===== src/rtl/bus_arbiter_if.sv =====
// Handshake bundle between the two requesting masters, the arbiter and the single slave.
// The arbiter connects through the slave modport; the bench drives through the master modport.
interface bus_arbiter_if #(
  parameter int unsigned ADDR_W = 64,
  parameter int unsigned DATA_W = 64
);
  logic              HTRANS_1;
  logic              HTRANS_2;
  logic [ADDR_W-1:0] HADDR_1;
  logic [ADDR_W-1:0] HADDR_2;
  logic              HWRITE_1;
  logic              HWRITE_2;
  logic [DATA_W-1:0] HWDATA_1;
  logic [DATA_W-1:0] HWDATA_2;

  logic [ADDR_W-1:0] PADDR;
  logic              HWRITE;
  logic [DATA_W-1:0] PDATA;
  logic              PSEL;
  logic              PREADY;
  logic [DATA_W-1:0] PRDATA;

  logic [DATA_W-1:0] HRDATA_1;
  logic [DATA_W-1:0] HRDATA_2;
  logic              HREADY_1;
  logic              HREADY_2;
  logic              stall_1;
  logic              stall_2;
  logic              bus_err;

  modport slave (
    input  HTRANS_1, HTRANS_2, HADDR_1, HADDR_2, HWRITE_1, HWRITE_2, HWDATA_1, HWDATA_2,
    input  PREADY, PRDATA,
    output PADDR, HWRITE, PDATA, PSEL,
    output HRDATA_1, HRDATA_2, HREADY_1, HREADY_2, stall_1, stall_2, bus_err
  );

  modport master (
    output HTRANS_1, HTRANS_2, HADDR_1, HADDR_2, HWRITE_1, HWRITE_2, HWDATA_1, HWDATA_2,
    output PREADY, PRDATA,
    input  PADDR, HWRITE, PDATA, PSEL,
    input  HRDATA_1, HRDATA_2, HREADY_1, HREADY_2, stall_1, stall_2, bus_err
  );
endinterface


===== src/rtl/bus_arbiter.sv =====
// Two-master, single-slave transfer arbiter with registered slave request and per-transfer timeout.
// Define ARB_ROUND_ROBIN_EN to break ties toward the master not granted last (default: master 2 wins).
module bus_arbiter #(
  parameter int unsigned ADDR_W  = 64,
  parameter int unsigned DATA_W  = 64,
  parameter int unsigned TIMEOUT = 15
) (
  input logic          CLK,
  input logic          reset,
  bus_arbiter_if.slave bus
);

  localparam int unsigned CntW = (TIMEOUT > 0) ? $clog2(TIMEOUT + 1) : 1;
  localparam logic [CntW-1:0] CntMax = '1;

  typedef enum logic [0:0] {StIdle, StBusy} state_e;
  typedef enum logic [0:0] {Mst1 = 1'b0, Mst2 = 1'b1} mst_e;

  state_e            state_q;
  mst_e              owner_q;
  logic [CntW-1:0]   wait_cnt_q;
  logic [ADDR_W-1:0] paddr_q;
  logic              hwrite_q;
  logic [DATA_W-1:0] pdata_q;
  logic              psel_q;
  logic [DATA_W-1:0] hrdata_1_q;
  logic [DATA_W-1:0] hrdata_2_q;
  logic              hready_1_q;
  logic              hready_2_q;
  logic              bus_err_q;

`ifdef ARB_ROUND_ROBIN_EN
  mst_e              last_grant_q;
`endif

  logic              req_any;
  mst_e              grant;
  logic [CntW:0]     wait_cnt_inc;
  logic [CntW-1:0]   wait_cnt_sat;
  logic              timeout_hit;

  always_comb begin
    req_any = bus.HTRANS_1 | bus.HTRANS_2;
    grant   = bus.HTRANS_2 ? Mst2 : Mst1;
`ifdef ARB_ROUND_ROBIN_EN
    if (bus.HTRANS_1 && bus.HTRANS_2) begin
      grant = (last_grant_q == Mst2) ? Mst1 : Mst2;
    end
`endif
  end

  // Abort on the edge where the wait count would reach TIMEOUT; a zero TIMEOUT never matches.
  always_comb begin
    wait_cnt_inc = {1'b0, wait_cnt_q} + {{CntW{1'b0}}, 1'b1};
    wait_cnt_sat = (wait_cnt_q == CntMax) ? wait_cnt_q : wait_cnt_inc[CntW-1:0];
    timeout_hit  = (TIMEOUT != 0) && (wait_cnt_inc == (CntW + 1)'(TIMEOUT));
  end

  always_ff @(posedge CLK) begin
    if (reset) begin
      state_q      <= StIdle;
      owner_q      <= Mst1;
      wait_cnt_q   <= '0;
      paddr_q      <= '0;
      hwrite_q     <= 1'b0;
      pdata_q      <= '0;
      psel_q       <= 1'b0;
      hrdata_1_q   <= '0;
      hrdata_2_q   <= '0;
      hready_1_q   <= 1'b0;
      hready_2_q   <= 1'b0;
      bus_err_q    <= 1'b0;
`ifdef ARB_ROUND_ROBIN_EN
      last_grant_q <= Mst2;
`endif
    end else begin
      hready_1_q <= 1'b0;
      hready_2_q <= 1'b0;
      bus_err_q  <= 1'b0;
      case (state_q)
        StIdle: begin
          if (req_any) begin
            state_q    <= StBusy;
            psel_q     <= 1'b1;
            owner_q    <= grant;
            wait_cnt_q <= '0;
            if (grant == Mst2) begin
              paddr_q  <= bus.HADDR_2;
              hwrite_q <= bus.HWRITE_2;
              pdata_q  <= bus.HWDATA_2;
            end else begin
              paddr_q  <= bus.HADDR_1;
              hwrite_q <= bus.HWRITE_1;
              pdata_q  <= bus.HWDATA_1;
            end
`ifdef ARB_ROUND_ROBIN_EN
            last_grant_q <= grant;
`endif
          end else begin
            psel_q <= 1'b0;
          end
        end
        StBusy: begin
          if (bus.PREADY) begin
            state_q <= StIdle;
            psel_q  <= 1'b0;
            if (owner_q == Mst1) begin
              hready_1_q <= 1'b1;
              if (!hwrite_q) hrdata_1_q <= bus.PRDATA;
            end else begin
              hready_2_q <= 1'b1;
              if (!hwrite_q) hrdata_2_q <= bus.PRDATA;
            end
          end else if (timeout_hit) begin
            state_q    <= StIdle;
            psel_q     <= 1'b0;
            bus_err_q  <= 1'b1;
            wait_cnt_q <= wait_cnt_sat;
            if (owner_q == Mst1) begin
              hready_1_q <= 1'b1;
              hrdata_1_q <= '0;
            end else begin
              hready_2_q <= 1'b1;
              hrdata_2_q <= '0;
            end
          end else begin
            wait_cnt_q <= wait_cnt_sat;
          end
        end
        default: state_q <= StIdle;
      endcase
    end
  end

  assign bus.PADDR    = paddr_q;
  assign bus.HWRITE   = hwrite_q;
  assign bus.PDATA    = pdata_q;
  assign bus.PSEL     = psel_q;
  assign bus.HRDATA_1 = hrdata_1_q;
  assign bus.HRDATA_2 = hrdata_2_q;
  assign bus.HREADY_1 = hready_1_q;
  assign bus.HREADY_2 = hready_2_q;
  assign bus.bus_err  = bus_err_q;
  assign bus.stall_1  = bus.HTRANS_1 & ~hready_1_q;
  assign bus.stall_2  = bus.HTRANS_2 & ~hready_2_q;

endmodule


===== src/flat_wrapper.sv =====
// flat-port wrapper written by rule: the top's interface ports become plain ports
module bus_arbiter_flat 
#(
  parameter int unsigned ADDR_W  = 64,
  parameter int unsigned DATA_W  = 64,
  parameter int unsigned TIMEOUT = 15
)
  (CLK, reset, bus_HTRANS_1, bus_HTRANS_2, bus_HADDR_1, bus_HADDR_2, bus_HWRITE_1, bus_HWRITE_2, bus_HWDATA_1, bus_HWDATA_2, bus_PREADY, bus_PRDATA, bus_PADDR, bus_HWRITE, bus_PDATA, bus_PSEL, bus_HRDATA_1, bus_HRDATA_2, bus_HREADY_1, bus_HREADY_2, bus_stall_1, bus_stall_2, bus_bus_err);
  bus_arbiter_if #(.ADDR_W(ADDR_W), .DATA_W(DATA_W)) bus_i ();
  input logic CLK;
  input logic reset;
  input wire logic [$bits(bus_i.HTRANS_1)-1:0] bus_HTRANS_1;
  input wire logic [$bits(bus_i.HTRANS_2)-1:0] bus_HTRANS_2;
  input wire logic [$bits(bus_i.HADDR_1)-1:0] bus_HADDR_1;
  input wire logic [$bits(bus_i.HADDR_2)-1:0] bus_HADDR_2;
  input wire logic [$bits(bus_i.HWRITE_1)-1:0] bus_HWRITE_1;
  input wire logic [$bits(bus_i.HWRITE_2)-1:0] bus_HWRITE_2;
  input wire logic [$bits(bus_i.HWDATA_1)-1:0] bus_HWDATA_1;
  input wire logic [$bits(bus_i.HWDATA_2)-1:0] bus_HWDATA_2;
  input wire logic [$bits(bus_i.PREADY)-1:0] bus_PREADY;
  input wire logic [$bits(bus_i.PRDATA)-1:0] bus_PRDATA;
  output wire logic [$bits(bus_i.PADDR)-1:0] bus_PADDR;
  output wire logic [$bits(bus_i.HWRITE)-1:0] bus_HWRITE;
  output wire logic [$bits(bus_i.PDATA)-1:0] bus_PDATA;
  output wire logic [$bits(bus_i.PSEL)-1:0] bus_PSEL;
  output wire logic [$bits(bus_i.HRDATA_1)-1:0] bus_HRDATA_1;
  output wire logic [$bits(bus_i.HRDATA_2)-1:0] bus_HRDATA_2;
  output wire logic [$bits(bus_i.HREADY_1)-1:0] bus_HREADY_1;
  output wire logic [$bits(bus_i.HREADY_2)-1:0] bus_HREADY_2;
  output wire logic [$bits(bus_i.stall_1)-1:0] bus_stall_1;
  output wire logic [$bits(bus_i.stall_2)-1:0] bus_stall_2;
  output wire logic [$bits(bus_i.bus_err)-1:0] bus_bus_err;
  assign bus_i.HTRANS_1 = bus_HTRANS_1;
  assign bus_i.HTRANS_2 = bus_HTRANS_2;
  assign bus_i.HADDR_1 = bus_HADDR_1;
  assign bus_i.HADDR_2 = bus_HADDR_2;
  assign bus_i.HWRITE_1 = bus_HWRITE_1;
  assign bus_i.HWRITE_2 = bus_HWRITE_2;
  assign bus_i.HWDATA_1 = bus_HWDATA_1;
  assign bus_i.HWDATA_2 = bus_HWDATA_2;
  assign bus_i.PREADY = bus_PREADY;
  assign bus_i.PRDATA = bus_PRDATA;
  assign bus_PADDR = bus_i.PADDR;
  assign bus_HWRITE = bus_i.HWRITE;
  assign bus_PDATA = bus_i.PDATA;
  assign bus_PSEL = bus_i.PSEL;
  assign bus_HRDATA_1 = bus_i.HRDATA_1;
  assign bus_HRDATA_2 = bus_i.HRDATA_2;
  assign bus_HREADY_1 = bus_i.HREADY_1;
  assign bus_HREADY_2 = bus_i.HREADY_2;
  assign bus_stall_1 = bus_i.stall_1;
  assign bus_stall_2 = bus_i.stall_2;
  assign bus_bus_err = bus_i.bus_err;
  bus_arbiter #(.ADDR_W(ADDR_W), .DATA_W(DATA_W), .TIMEOUT(TIMEOUT)) u_core (.CLK(CLK), .reset(reset), .bus(bus_i));
endmodule

===== config.mk =====
export PLATFORM = sky130hd
export DESIGN_NAME = bus_arbiter_flat
export DESIGN_NICKNAME = d
export VERILOG_FILES = /design/src/rtl/bus_arbiter_if.sv /design/src/rtl/bus_arbiter.sv /design/src/flat_wrapper.sv
export SDC_FILE = /design/constraint.sdc
export NUM_CORES = 1
export LEC_CHECK = 0
export CAP_MARGIN = 20
export CORE_AREA = 2 2 233 235
export CTS_BUF_LIST = sky130_fd_sc_hd__clkbuf_16
export DETAILED_ROUTE_END_ITERATION = 8
export DIE_AREA = 0 0 235 237
export DONT_BUFFER_PORTS = 1
export PLACE_DENSITY_LB_ADDON = 0.2
export SYNTH_ARGS = -nofsm -noshare
export SYNTH_HDL_FRONTEND = slang
export SYNTH_SLANG_ARGS = --single-unit
export TNS_END_PERCENT = 20

===== constraint.sdc =====
create_clock -name CLK -period 2.1 [get_ports CLK]
set_clock_uncertainty 0.05 [all_clocks]
set_input_delay 0.315 -clock CLK [delete_from_list [all_inputs] [get_ports CLK]]
set_output_delay 0.315 -clock CLK [all_outputs]
set_load 0.01 [all_outputs]

==> qor.tcl <==
set qor(timing_max_transition_violations_final) 0
set qor(criticalPathCategory) {reg2reg}
set qor(floorplan.io_pins) 590
set qor(timing.critical_path.from_type) {flop}
set qor(depth_of_the_worst_register_to_register_path) 8
set qor(gr-usage-all-layers) 0.157
set qor(critPathMostFrequentCell) {sky130_fd_sc_hd__buf_12}
set qor(register_to_register_setup_slack_ns) 0.15
set qor(flop_and_latch_count_out_of_synthesis) 267
set qor(crit_required_ns) 2.51
set qor(fillers) 5549
set qor(critPathCaptureType) {flop}
set qor(synth-simple-area-share) 0.0978
set qor(dr.pass1.iters) 5
set qor(finalWorstPathRequiredPeriod_ns) 1.95
set qor(clkSlewWorstSetupHoldPaths_ns) 0.06
set qor(worst-endpoint-arrival_ns) 2.37
set qor(detailed_route_via_count) 10300
set qor(grt_overflow) 0
set qor(final_antenna_net_count) 0
set qor(r2r_path_end) {u_core.bus.HRDATA_1[16]}
set qor(worst-slew-pin-transition_ns) 0.710
set qor(drt-wirelength-per-cell_um) 21.9
set qor(die_h_um) 237
set qor(final_min_period_over_clock_period) 0.931
set qor(fraction_of_layout_instances_using_a_drive_strength_above_1) 0.0665
set qor(worst_hold_path.endpoint) {u_core.bus.PDATA[36]}
set qor(clock.fmax_ghz) 0.512
set qor(timing.hold.worst_path_depth) 2
set qor(grt_first_pass_wirelength_mm) 67.1
set qor(post_synth_fa_ha_maj_area_fraction) 0.00217
set qor(count_of_buffers_inserted_at_the_top_level_ports) 0
set qor(floorplan.die_area_sq_um) 55700
set qor(grt_pass1_vias) 10100
set qor(setup-tns-final_ns) 0
set qor(critical_path.cell_chain) {ha_1 -> nor2b_1 -> a21bo_2 -> a21oi_4 -> buf_12 -> buf_12 -> o211ai_1 -> nand2_1}
set qor(static_leak_uw) 0.00646
set qor(combinational_family_with_the_most_area_after_synthesis) {compound AO/OA/AOI/OAI gates}
set qor(hold_start) {bus_HWDATA_1[36]}
set qor(yosysWarningCount) 0
set qor(ctsHtreeMaxLevel) 2
set qor(layout_stage_area_growth_over_the_synthesis_result_pct) 35.7
set qor(synth_compound_area_frac) 0.260
set qor(routed_wirelength_mm) 46.4
set qor(synth-edff-count) 0
set qor(ys_dominant_reg_cell) {sky130_fd_sc_hd__dfxtp_1}
set qor(outcome) {finished clean}
set qor(finalHoldWorstSlack_ns) 0.0259
set qor(cts_tree) {done}
set qor(grt_antenna_before_repair) 3
set qor(grt_start_max_net_pins) 133
set qor(cts_inserted_buffers) 34
set qor(initial_utilization) 0.216
set qor(maxCapViolCount) 0
set qor(power.ir.vdd_worst_uv) 472
set qor(post_synth_inst_count) 1218
set qor(area_of_the_multi_input_gates_sq_um) 5510
set qor(drc) 0
set qor(power_density_nw_per_um2) 873
set qor(post_layout_nonfiller_instances) 2113
set qor(final_nets) 1719
set qor(max_incr_delay_on_cp_ns) 0.41
set qor(setup_viol_count_final) 0
set qor(cts_num_sinks) 267
set qor(setup_repair_after_global_routing_missed_its_margin) {no}
set qor(synth_seq_area_share) 0.464
set qor(final_hold_viol_count) 0
set qor(yosys.cell_types.count) 33
set qor(cpMaxStageDelayCell) {sky130_fd_sc_hd__dfxtp_1}
set qor(gp_routability_congestion) 0.848
set qor(net_count_after_synthesis) 1547
set qor(path_max_fanout) 36
set qor(worst-path-buf-inv) 2
set qor(synth.cell_area_sq_um) 11500
set qor(synthesis.area_per_instance_sq_um) 9.46
set qor(synth-async-reset-ratio) 0
set qor(dp_hpwl_mm) 31.5
set qor(total_power_uw) 13700
set qor(clock_insertion_delay_worst_skew_ns) 0.52
set qor(die_w_um) 235
set qor(critical_path.top_delay_family) {compound AO/OA/AOI/OAI gates}
set qor(hold_path.class) {in2reg}
set qor(synthMuxAreaShare) 0.113
set qor(slew-limit-headroom) 0.527
set qor(design.core.area_sq_um) 53300
set qor(dp_cells) 1819
set qor(std_cell_rows) 85
set qor(synth-xor-area-share) 0
set qor(area.sequential_sq_um) 5350
set qor(vias_cell) 4.85
set qor(drtIter0Drc) 563
set qor(clock_tree.root_cell) {sky130_fd_sc_hd__clkbuf_16}
set qor(clk_path_buf_depth) 3
set qor(rr_startpoint) {u_core.wait_cnt_q[0]}
==> through the flow <==
| step | cell area (sq um) | util | worst slack (ns) |
|---|---|---|---|
| 5_1_grt | 15600 | 0.294 | 0.00306 |
| 3_5_place_dp | 12200 | 0.229 | 0.202 |
| 3_3_place_gp | 12200 | 0.229 | 0.238 |
| 4_1_cts | 15600 | 0.292 | 0.0119 |
| 2_1_floorplan | 11500 | - | 0.462 |
| 6_report | 15600 | 0.294 | 0.146 |
==> worst max path at each step <==
stage	to	start	cells after the start
detailed placement	u_core.bus.HRDATA_1[16]	u_core.wait_cnt_q[1]	8
global placement	u_core.bus.HRDATA_1[25]	u_core.wait_cnt_q[0]	8
finish	u_core.bus.HRDATA_1[16]	u_core.wait_cnt_q[0]	8
CTS	u_core.wait_cnt_q[0]	u_core.state_q	6
global route	u_core.bus.HRDATA_2[36]	u_core.wait_cnt_q[1]	8
floorplan	u_core.bus.HRDATA_1[0]	u_core.wait_cnt_q[0]	8
==> synthesized netlist by cell type (2+ instances only) <==
| master | count | area, sq um |
|---|---|---|
| sky130_fd_sc_hd__nor2b_1 | 5 | 31.3 |
| sky130_fd_sc_hd__ha_1 | 2 | 25.0 |
| sky130_fd_sc_hd__inv_1 | 4 | 15.0 |
| sky130_fd_sc_hd__o21ai_0 | 4 | 20.0 |
| sky130_fd_sc_hd__and3_1 | 2 | 12.5 |
| sky130_fd_sc_hd__a211oi_1 | 130 | 976 |
| sky130_fd_sc_hd__o211a_1 | 2 | 20.0 |
| sky130_fd_sc_hd__buf_2 | 46 | 230 |
| sky130_fd_sc_hd__a21oi_1 | 4 | 20.0 |
| sky130_fd_sc_hd__dfxtp_1 | 267 | 5350 |
| sky130_fd_sc_hd__buf_4 | 12 | 90.1 |
| sky130_fd_sc_hd__clkbuf_1 | 52 | 195 |
| sky130_fd_sc_hd__nand3b_1 | 2 | 15.0 |
| sky130_fd_sc_hd__nand2b_1 | 3 | 18.8 |
| sky130_fd_sc_hd__buf_8 | 10 | 150 |
| sky130_fd_sc_hd__nand2_1 | 130 | 488 |
| sky130_fd_sc_hd__a22oi_1 | 128 | 961 |
| sky130_fd_sc_hd__buf_6 | 2 | 22.5 |
| sky130_fd_sc_hd__nor2_1 | 138 | 518 |
| sky130_fd_sc_hd__o211ai_1 | 128 | 961 |
| sky130_fd_sc_hd__buf_1 | 6 | 22.5 |
| sky130_fd_sc_hd__mux2i_1 | 130 | 1300 |
==> per-layer routing <==
metal  track usage  share of wire  vias to the layer above
met4        0.0600          0.032                        0
li1              -              -                     4901
met1         0.173           0.38                     4857
met5             0              0                        -
met2         0.278           0.51                      439
met3        0.0506          0.078                       57
==> cells in the final DEF, fill, tap and decap left out <==
cell and count:
sky130_fd_sc_hd__nand3_1 1, sky130_fd_sc_hd__inv_1 14, sky130_fd_sc_hd__clkbuf_16 38, sky130_fd_sc_hd__buf_12 18
sky130_fd_sc_hd__clkinv_2 5, sky130_fd_sc_hd__nor2b_1 5, sky130_fd_sc_hd__mux2i_1 130, sky130_fd_sc_hd__nand2b_1 3
sky130_fd_sc_hd__nor3b_1 1, sky130_fd_sc_hd__a21oi_4 2, sky130_fd_sc_hd__inv_8 1, sky130_fd_sc_hd__diode_2 3
sky130_fd_sc_hd__bufinv_16 2, sky130_fd_sc_hd__a22oi_1 128, sky130_fd_sc_hd__nor3_1 1, sky130_fd_sc_hd__buf_4 17
sky130_fd_sc_hd__nor2_1 136, sky130_fd_sc_hd__o41ai_2 1, sky130_fd_sc_hd__a211oi_1 130, sky130_fd_sc_hd__and3_2 2
sky130_fd_sc_hd__o211ai_1 128, sky130_fd_sc_hd__a21oi_1 3, sky130_fd_sc_hd__dfxtp_2 1, sky130_fd_sc_hd__a31oi_2 1
sky130_fd_sc_hd__o31ai_1 1, sky130_fd_sc_hd__nand3b_1 2, sky130_fd_sc_hd__nand2_1 130, sky130_fd_sc_hd__nor2b_4 1
sky130_fd_sc_hd__a21bo_2 1, sky130_fd_sc_hd__buf_16 1, sky130_fd_sc_hd__nor2_4 3, sky130_fd_sc_hd__ha_1 2
sky130_fd_sc_hd__clkinv_1 5, sky130_fd_sc_hd__or3_1 1, sky130_fd_sc_hd__dfxtp_1 266, sky130_fd_sc_hd__o211a_1 2
sky130_fd_sc_hd__dlygate4sd3_1 227, sky130_fd_sc_hd__o21ai_0 4
==> report_power, final <==
part,switching [uW],leakage (uW),internal (uW)
Clock,2300,0.000571,3410
Combinational,822,0.00370,910
Sequential,698,0.00219,5520
Total,3820,0.00646,9830
==> kinds of logic (layout without fill, tap and decap cells) <==
| family | count (synthesis) | count (layout) |
|---|---|---|
| fa+ha+maj | 2 | 2 |
| compound gates | 401 | 401 |
| buf+inv | 132 | 328 |
| simple gates | 286 | 286 |
| other cells | 0 | 3 |
| mux | 130 | 130 |
| flops | 267 | 267 |
==> cell type report <==
| type | count | share of cell area |
|---|---|---|
| Antenna cell | 3 | 0.000480 |
| Clock buffer | 37 | 0.0592 |
| Clock inverter | 23 | 0.00976 |
| Inverter | 4 | 0.000960 |
| Multi-Input combinational cell | 819 | 0.352 |
| Sequential cell | 267 | 0.342 |
| Tap cell | 696 | 0.0557 |
| Timing Repair Buffer | 264 | 0.180 |
==> state kept, by name (all words and copies together) (netlist names), 4 cells and up <==
signal               flops
u_core.bus.PADDR        64
u_core.bus.HRDATA_1     64
u_core.bus.PDATA        64
u_core.bus.HRDATA_2     64
u_core.wait_cnt_q        4
==> what timing repair did <==
action,4_1_cts,5_1_grt
endpoints found under the setup margin,0,37
hold buffers,226,2
buffers inserted,0,2
hold endpoints to repair,267,2
resized for setup,0,3
(Power assumes the default switching activity.)
